## config.mk

```make
export PLATFORM = sky130hd
export DESIGN_NAME = hvsync_receiver_flat
export DESIGN_NICKNAME = d
export VERILOG_FILES = /design/src/rtl/hvsync_rx_pkg.sv /design/src/rtl/hvsync_receiver_if.sv /design/src/rtl/sync_period_meter.sv /design/src/rtl/hvsync_receiver.sv /design/src/flat_wrapper.sv
export SDC_FILE = /design/constraint.sdc
export NUM_CORES = 1
export LEC_CHECK = 0
export ABC_CLOCK_PERIOD_IN_PS = 9300
export BUFFER_PORTS_ARGS = -buffer_cell sky130_fd_sc_hd__clkbuf_2
export CORE_MARGIN = 2
export CORE_UTILIZATION = 50
export CTS_CLUSTER_DIAMETER = 50
export DETAILED_ROUTE_END_ITERATION = 10
export GPL_TIMING_DRIVEN = 0
export PLACE_DENSITY = 0.72
export SYNTH_ARGS = -nofsm -noshare
export SYNTH_HDL_FRONTEND = slang
export SYNTH_HIERARCHICAL = 1
export SYNTH_SLANG_ARGS = --single-unit
```

## constraint.sdc

```tcl
create_clock -name clk -period 9.3 [get_ports clk]
set_input_delay 0 -clock clk [delete_from_list [all_inputs] [get_ports clk]]
set_output_delay 0 -clock clk [all_outputs]
set_load 0.05 [all_outputs]
```

## src/rtl/hvsync_rx_pkg.sv

```systemverilog
// Shared types and constants for the hsync/vsync video receiver.
package hvsync_rx_pkg;

   localparam int DEF_H_W = 10;
   localparam int DEF_V_W = 10;
   localparam int RGB_W   = 3;
   localparam int SUM_W   = 16;
   localparam int MATCH_W = 4;

   typedef enum logic [1:0] {
      ST_SEARCH  = 2'd0,
      ST_MEASURE = 2'd1,
      ST_LOCKED  = 2'd2
   } rx_state_t;

   // Maps a raw sync pin to active-high.
   function automatic logic norm_sync(input logic s, input logic active_low);
      return active_low ? ~s : s;
   endfunction

endpackage

```

## src/rtl/hvsync_receiver_if.sv

```systemverilog
// Pixel stream from a video generator: strobe, syncs and colour.
interface hvsync_receiver_if;
   import hvsync_rx_pkg::*;

   logic             pix_en;
   logic             hsync;
   logic             vsync;
   logic [RGB_W-1:0] rgb;

   modport master (output pix_en, hsync, vsync, rgb);
   modport slave  (input  pix_en, hsync, vsync, rgb);

endinterface

```

## src/rtl/sync_period_meter.sv

```systemverilog
// Period meter: counts inc pulses between evt pulses, latches the period
// on evt and flags an attempted count past all-ones (counter holds there).
module sync_period_meter #(
   parameter int W = 10
) (
   input  logic         clk,
   input  logic         reset,
   input  logic         inc,
   input  logic         evt,
   output logic [W-1:0] cnt,
   output logic [W-1:0] total,
   output logic [W-1:0] meas,
   output logic         sat
);

   localparam logic [W-1:0] CNT_MAX = '1;

   // Period that would be latched if evt fired on this cycle.
   assign meas = cnt + W'(1);
   assign sat  = inc && !evt && (cnt == CNT_MAX);

   // Counter restarts at the event; otherwise counts up and sticks at all-ones.
   always_ff @(posedge clk) begin
      if (!reset) begin
         cnt   <= '0;
         total <= '0;
      end else if (evt) begin
         total <= meas;
         cnt   <= '0;
      end else if (inc && !sat) begin
         cnt   <= meas;
      end
   end

endmodule

```

## src/rtl/hvsync_receiver.sv

```systemverilog
// Video sink monitor: samples sync/colour per pixel, measures line and frame
// periods, recovers x/y, tracks timing lock and sums rgb per frame.
module hvsync_receiver
   import hvsync_rx_pkg::*;
#(
   parameter int H_W         = DEF_H_W,
   parameter int V_W         = DEF_V_W,
   parameter bit SYNC_LOW    = 1'b1,
   parameter int LOCK_FRAMES = 2
) (
   input  logic              clk,
   input  logic              reset,
   hvsync_receiver_if.slave  vid,
   output logic [H_W-1:0]    x,
   output logic [V_W-1:0]    y,
   output logic              pix_valid,
   output logic [RGB_W-1:0]  rgb_out,
   output logic [H_W-1:0]    h_total,
   output logic [V_W-1:0]    v_total,
   output logic              locked,
   output logic              frame_done,
   output logic [SUM_W-1:0]  frame_sum,
   output logic              err
);

   localparam logic [MATCH_W-1:0] LOCK_N = MATCH_W'(LOCK_FRAMES);

   // Sampling stage
   logic             s_vld;
   logic             hs_cur, hs_prev;
   logic             vs_cur, vs_prev;
   logic [RGB_W-1:0] rgb_s;
   logic             hs_edge, vs_edge;

   // Meter taps
   logic [H_W-1:0]   h_meas, h_tot_nxt;
   logic [V_W-1:0]   v_meas;
   logic             h_sat, v_sat;

   // Lock FSM
   rx_state_t        state, state_nxt;
   logic [MATCH_W-1:0] match, match_nxt, match_inc;
   logic [H_W-1:0]   ref_h, ref_h_nxt;
   logic [V_W-1:0]   ref_v, ref_v_nxt;

   // Checksum
   logic [SUM_W-1:0] acc;
   logic [SUM_W-1:0] rgb_ext;

   // Capture one pixel per strobe; the previous sample is kept for edge detect.
   always_ff @(posedge clk) begin
      // NOTE: non-blocking assignments so every register here sees pre-edge values.
      if (!reset) begin
         s_vld   <= 1'b0;
         hs_cur  <= 1'b0;
         hs_prev <= 1'b0;
         vs_cur  <= 1'b0;
         vs_prev <= 1'b0;
         rgb_s   <= '0;
      end else begin
         s_vld <= vid.pix_en;
         if (vid.pix_en) begin
            hs_prev <= hs_cur;
            vs_prev <= vs_cur;
            hs_cur  <= norm_sync(vid.hsync, SYNC_LOW);
            vs_cur  <= norm_sync(vid.vsync, SYNC_LOW);
            rgb_s   <= vid.rgb;
         end
      end
   end

   assign hs_edge   = s_vld && hs_cur && !hs_prev;
   assign vs_edge   = s_vld && vs_cur && !vs_prev;
   assign rgb_ext   = SUM_W'(rgb_s);
   assign h_tot_nxt = hs_edge ? h_meas : h_total;
   assign match_inc = match + MATCH_W'(1);

   sync_period_meter #(.W(H_W)) u_h_meter (
      .clk   (clk),
      .reset (reset),
      .inc   (s_vld),
      .evt   (hs_edge),
      .cnt   (x),
      .total (h_total),
      .meas  (h_meas),
      .sat   (h_sat)
   );

   sync_period_meter #(.W(V_W)) u_v_meter (
      .clk   (clk),
      .reset (reset),
      .inc   (hs_edge),
      .evt   (vs_edge),
      .cnt   (y),
      .total (v_total),
      .meas  (v_meas),
      .sat   (v_sat)
   );

   // Lock decision: compare freshly measured periods against the reference.
   always_comb begin
      // NOTE: defaults first so no path leaves a signal unassigned (no latch).
      state_nxt = state;
      match_nxt = match;
      ref_h_nxt = ref_h;
      ref_v_nxt = ref_v;
      case (state)
         ST_SEARCH: begin
            if (vs_edge) begin
               state_nxt = ST_MEASURE;
               ref_h_nxt = h_tot_nxt;
               ref_v_nxt = v_meas;
               match_nxt = '0;
            end
         end
         ST_MEASURE: begin
            if (vs_edge) begin
               if (h_tot_nxt == ref_h && v_meas == ref_v) begin
                  match_nxt = match_inc;
                  if (match_inc == LOCK_N) state_nxt = ST_LOCKED;
               end else begin
                  ref_h_nxt = h_tot_nxt;
                  ref_v_nxt = v_meas;
                  match_nxt = '0;
               end
            end
         end
         ST_LOCKED: begin
            if ((hs_edge && h_meas != ref_h) || (vs_edge && v_meas != ref_v)) begin
               state_nxt = ST_SEARCH;
               match_nxt = '0;
            end
         end
         default: state_nxt = ST_SEARCH;
      endcase
      if (h_sat || v_sat) begin
         state_nxt = ST_SEARCH;
         match_nxt = '0;
      end
   end

   // Lock state and reference registers.
   always_ff @(posedge clk) begin
      if (!reset) begin
         state <= ST_SEARCH;
         match <= '0;
         ref_h <= '0;
         ref_v <= '0;
      end else begin
         state <= state_nxt;
         match <= match_nxt;
         ref_h <= ref_h_nxt;
         ref_v <= ref_v_nxt;
      end
   end

   assign locked = (state == ST_LOCKED);

   // Per-sample outputs, sticky error and per-frame rgb checksum.
   always_ff @(posedge clk) begin
      if (!reset) begin
         pix_valid  <= 1'b0;
         frame_done <= 1'b0;
         rgb_out    <= '0;
         frame_sum  <= '0;
         acc        <= '0;
         err        <= 1'b0;
      end else begin
         pix_valid  <= s_vld && (state_nxt == ST_LOCKED);
         frame_done <= vs_edge;
         if (h_sat || v_sat) err <= 1'b1;
         if (s_vld) begin
            rgb_out <= rgb_s;
            if (vs_edge) begin
               acc <= '0;
               // A frame started while searching is partial: drop it.
               if (state != ST_SEARCH) frame_sum <= acc + rgb_ext;
            end else begin
               acc <= acc + rgb_ext;
            end
         end
      end
   end

endmodule

```

## src/flat_wrapper.sv

```systemverilog
// flat-port wrapper written by rule: the top's interface ports become plain ports
module hvsync_receiver_flat import hvsync_rx_pkg::*;
#(
   parameter int H_W         = DEF_H_W,
   parameter int V_W         = DEF_V_W,
   parameter bit SYNC_LOW    = 1'b1,
   parameter int LOCK_FRAMES = 2
)
  (clk, reset, x, y, pix_valid, rgb_out, h_total, v_total, locked, frame_done, frame_sum, err, vid_pix_en, vid_hsync, vid_vsync, vid_rgb);
  hvsync_receiver_if vid_i ();
  input  logic clk;
  input  logic reset;
  output logic [H_W-1:0] x;
  output logic [V_W-1:0] y;
  output logic pix_valid;
  output logic [RGB_W-1:0] rgb_out;
  output logic [H_W-1:0] h_total;
  output logic [V_W-1:0] v_total;
  output logic locked;
  output logic frame_done;
  output logic [SUM_W-1:0] frame_sum;
  output logic err;
  input wire logic [$bits(vid_i.pix_en)-1:0] vid_pix_en;
  input wire logic [$bits(vid_i.hsync)-1:0] vid_hsync;
  input wire logic [$bits(vid_i.vsync)-1:0] vid_vsync;
  input wire logic [$bits(vid_i.rgb)-1:0] vid_rgb;
  assign vid_i.pix_en = vid_pix_en;
  assign vid_i.hsync = vid_hsync;
  assign vid_i.vsync = vid_vsync;
  assign vid_i.rgb = vid_rgb;
  hvsync_receiver #(.H_W(H_W), .V_W(V_W), .SYNC_LOW(SYNC_LOW), .LOCK_FRAMES(LOCK_FRAMES)) u_core (.clk(clk), .reset(reset), .vid(vid_i), .x(x), .y(y), .pix_valid(pix_valid), .rgb_out(rgb_out), .h_total(h_total), .v_total(v_total), .locked(locked), .frame_done(frame_done), .frame_sum(frame_sum), .err(err));
endmodule
```

Word level (Yosys, flattened, before mapping)
Cells that the tools add are included.

storage, ports and cells
  word-level logic and storage cells = 95
  bits of input ports = 8
  flip-flop bits (word level) = 112

operators by class
  bitwise gates (word level) = 3
  eq/ne operators = 14
  reduce and logical (&&, ||, !) cells = 32
  add/sub/neg operators = 4
  muxes and demuxes = 22

operator list
  kind                                                                   count
  10-bit two-way mux                                                     7
  10-bit case mux with 2 select lines                                    2
  10-bit by 1-bit adder with 10-bit output, second input constant        2
  10-bit equality test                                                   2
  10-bit equality test, second input constant                            2
  10-bit != test                                                         2
  16-bit by 3-bit adder with 16-bit output                               1
  16-bit two-way mux                                                     1
  4-bit two-way mux                                                      4
  1-bit logical AND                                                      14
  2-bit two-way mux                                                      6
  4-bit case mux with 3 select lines                                     1
  4-bit AND reduction                                                    2
  1-bit zero test                                                        6
  2-bit != test, second input constant                                   3
  2-bit case mux with 3 select lines                                     1
  2-bit OR reduction                                                     3
  4-bit by 1-bit adder with 4-bit output, second input constant          1
  2-bit equality test, second input constant                             2
  4-bit by 2-bit equality test with 1-bit output, second input constant  1
  2-bit nonzero test                                                     2
  1-bit NOT                                                              3
  3-bit AND reduction                                                    1
  3-bit nonzero test                                                     1
  other kinds (4)                                                        5

Depth between registers and ports, before layout
  word-level depth = 11
  mapped depth = 15

Hierarchy
Netlist, hierarchy kept.

modules (own cells, without submodules)
  module             instances  area an instance (sq um)  cells an instance
  hvsync_receiver    1          3990.1                    462
  sync_period_meter  2          1021.0                    115

Worst setup path after synthesis
No wires, ideal clock.

  kind = register to register
  from = register u_core.u_v_meter.cnt[1]
  to = register u_core.ref_h[1]
  data arrival time = 3.360 ns
  stages on the path, launching flop included = 13
  setup time = 0.121 ns
  setup slack = 5.818 ns
  data required time = 9.179 ns
  clock period less this slack = 3.482 ns
  cells stage by stage = dfxtp_1 ha_1 nand3_4 nor3_1 xnor2_1 inv_1 xor2_1 nor4_1 nand4_1 or4_4 o21a_1 buf_6 mux2_4

on the way
  longest elaborated chain between the ends = 5

ends and longest elaborated chain
  what                                      RTL line                 text
  from (decl)                               sync_period_meter.sv:10  output logic [W-1:0] cnt,
  from (signal assigned)                    sync_period_meter.sv:31  cnt <= meas;
  10-bit by 1-bit adder with 10-bit output  sync_period_meter.sv:19  assign meas = cnt + W'(1);
  10-bit equality test                      hvsync_receiver.sv:118   if (h_tot_nxt == ref_h && v_meas == ref_v) begin
  1-bit logical AND                         hvsync_receiver.sv:118
  2-bit != test (no source line)            n/a
  4-bit AND reduction (no source line)      n/a
  to (signal assigned)                      hvsync_receiver.sv:152   ref_h <= ref_h_nxt;
  to (decl)                                 hvsync_receiver.sv:43    logic [H_W-1:0] ref_h, ref_h_nxt;

Every way passes these cells.
A chain may end at the register's enable or synchronous reset.

Worst setup path in the final report
  from = register u_core.u_v_meter.cnt[1]
  to = register u_core.ref_h[7]

Same word-level chain as after synthesis.

==> metrics <==
YS warnings 6; clock sinks 112; CTS tree done; first-pass iteration count of the detailed router 5; Layout area overhead 14.4%; ANT nets after route 0; syn_nets roughly 700; Min Clock Period, post-route between 3 and 4 ns; count of input and output buffers 69; RD Place Congestion about 0.91; Num CTS Buffers 9; FP Rows 40; Layout Utilization between 50% and 60%; worst min path class in -> reg; count of non-filler cells in the finished layout 928; CP max stage delay 0.60 ns; setup TNS 0 ns; Worst EP required 9.56 ns; layout cells sized above 1 15.6%; Tot Pwr between 0.9 and 1 mW; clock root cell clkbuf_16; final number of setup-violating endpoints 0; Placed Cells 908; initial antenna violation count 0; wire length on met2 7.10 mm; Die ar. 0.0130 mm²; Synth Instances 692; Nets 793; Max Clock Skew 0.0102 ns; n_diodes 0; Overflow after GRT 0; vias in the first global route a little under 5k; Remaining DRCs 0; 1st-iter DRT viols approximately 340; crit path launch type flop; post-synth cell types 72; crit share post-route 38.1%; Top Layer Used met4; slowest cell on the critical path or4_4; Synth top area share between 30 and 40%; synthesized flop and latch total 112; Final Max Slew Viols 0; sequential share of the synthesized area a little under two fifths; Worst-path clk slew 0.07 ns; post-DR vias/cell 5.61; dpl hpwl about 11 mm; WL met3 686 µm; Skew-Pair Late Insertion Delay between 0.3 and 0.4 ns; Slew HR 49.6%; setup bufs post-CTS 0; first-pass GRT wire length 24.3 mm; Final Hold Fails 0; CP Max Fanout 7; CP cell instances ha_1 > nand3_4 > nor2_1 > xnor2_1 > inv_1 > xor2_1 > nor4_1 > nand4_1 > or4_4 > o21a_1 > buf_6 > mux2_4; Core Footprint between 0.01 and 0.015 mm²; Synth area leader dfxtp_1; Die H 114 µm; Achievable Freq 283 MHz; area of the multi-input gates between 0.003 and 0.004 mm²; post-synthesis async set-or-reset flop share 0%; leak pwr ~3.0 nW; syn avg cell area 8.72 µm²; number of max-cap violations 0; CP endpoint kind flop; H-Tree Depth 3; Worst EP arrival 3.80 ns; drt wl/cell 15.9 µm; Storage cell area 0.00224 mm²; Bufs on Longest Clock Path 2; Crit Path Category reg -> reg; Most used DFF post-synth dfxtp_1; most common cell in the netlist dfxtp_1; EDFF count, synth 0; synth cell count leaders dfxtp_1, nand2_1, mux2i_1; worst slew pin tran roughly 0.75 ns; FILL cells roughly 1.1k; Max IR drop VDD 0.0803 mV; unrepaired setup endpoints after global routing no; synth top area cells dfxtp_1, mux2i_1, xnor2_1; Tot GR Track Use 23.4%; Pwr Density 139 mW/mm²; initial core utilization 50.6%; Post-Route WL about 15 mm; outcome completed; via count about 5.2k; Metal-1 WL 6.73 mm; largest net degree at the start of global routing 18; Mapped Area between 0.006 and 0.007 mm²; I/O pins 71; Die W between 100 and 150 µm
state kept, by name, summed over array words and instances, names as in the netlist, 3 cells and up:
register,flops
u_core/frame_sum,16
u_core/rgb_out,3
u_core/acc,16
u_core/match,4
u_core/u_h_meter/cnt,10
u_core/u_h_meter/total,10
u_core/u_v_meter/cnt,10
u_core/ref_h,10
u_core/u_v_meter/total,10
u_core/rgb_s,3
u_core/ref_v,10
what timing repair did:
| item | in CTS | in global routing |
|---|---|---|
| hold buffers | 5 | 0 |
| endpoints found under the hold margin | 5 | 0 |
| gates resized for setup | 0 | 0 |
final timing paths:
check / from / end / slack [ns] / cells after the start
max: u_core/u_v_meter/cnt[1] / u_core/ref_h[7] / 5.76 / 12
min: reset / u_core/u_h_meter/total[8] / 0.04 / 3
max reg2reg: u_core/u_v_meter/cnt[1] / u_core/ref_h[7] / 5.76 / 12
min reg2reg: u_core/ref_v[1] / u_core/ref_v[1] / 0.47 / 2
report_power, final:
part | internal (mW) | switching, mW
Combinational | 0.0271 | 0.0531
Sequential | 0.486 | 0.00654
Clock | 0.204 | 0.180
Total | 0.717 | 0.239
through the flow:
stage	area, µm²	hold WS, ns	setup WS (ns)
6_report	6900	0.0410	5.76
5_1_grt	6900	0.0816	5.50
4_1_cts	6900	0.0283	5.73
3_5_place_dp	6560	0.281	5.75
3_3_place_gp	6560	0.263	5.76
2_1_floorplan	6030	0.138	5.82
cell usage in the layout (no fill, tap or decap), types with 4 or more instances in the layout:
| master | n |
|---|---|
| nor3_1 | 24 |
| nor2_1 | 45 |
| a211oi_1 | 6 |
| o211a_1 | 13 |
| nor2b_1 | 28 |
| mux2i_1 | 46 |
| clkbuf_2 | 73 |
| a21oi_1 | 19 |
| buf_2 | 4 |
| nor4_1 | 10 |
| nand4_1 | 11 |
| o22ai_1 | 4 |
| o21ai_0 | 27 |
| nand2_1 | 82 |
| a21boi_0 | 6 |
| xor2_1 | 20 |
| inv_1 | 33 |
| xnor2_1 | 36 |
| dlygate4sd3_1 | 5 |
| and2_1 | 7 |
| o2111ai_1 | 4 |
| ha_1 | 7 |
| nand3b_1 | 5 |
| clkbuf_1 | 24 |
| nand2b_1 | 7 |
| dfxtp_1 | 112 |
| clkbuf_16 | 9 |
| and3_1 | 8 |
| nand3_1 | 15 |
| o21a_1 | 7 |
worst max-delay path: cells and delay by family (launching register included):
family / cells / cell delay (ns)
AO/OA/AOI/OAI: 1 / 0.21
XOR/XNOR: 2 / 0.36
adder cells (fa/ha/maj): 1 / 0.32
buffers and inverters: 2 / 0.26
flip-flops: 1 / 0.41
multiplexers: 1 / 0.30
AND/OR/NAND/NOR: 5 / 1.58
logic make-up (layout without fill, tap and decap cells):
group,Yosys count,after routing,share of synthesized area (%)
AOI/OAI and AO/OA,113,113,13.6
xor gates and xnor gates,56,56,8.13
adders and majority gates,8,8,1.78
buffers and inverters,76,165,5.66
DFF,112,112,37.2
muxes,48,48,8.13
and+or+nand+nor,279,279,25.5
metal layers:
metal  track usage, %  up-vias
met1             31.3     2450
met5                0        -
met4             8.70        0
met3             3.51       16
met2             38.6      154
li1                 -     2583
area by class of cell:
type | instances | area share [%]
Multi-Input combinational cell | 504 | 50.0
Sequential cell | 112 | 32.5
Timing Repair Buffer | 74 | 5.73
Clock buffer | 12 | 3.86
Buffer | 41 | 3.05
Tap cell | 147 | 2.66
Inverter | 35 | 1.90
Clock inverter | 3 | 0.363
(Power assumes the default switching activity.)
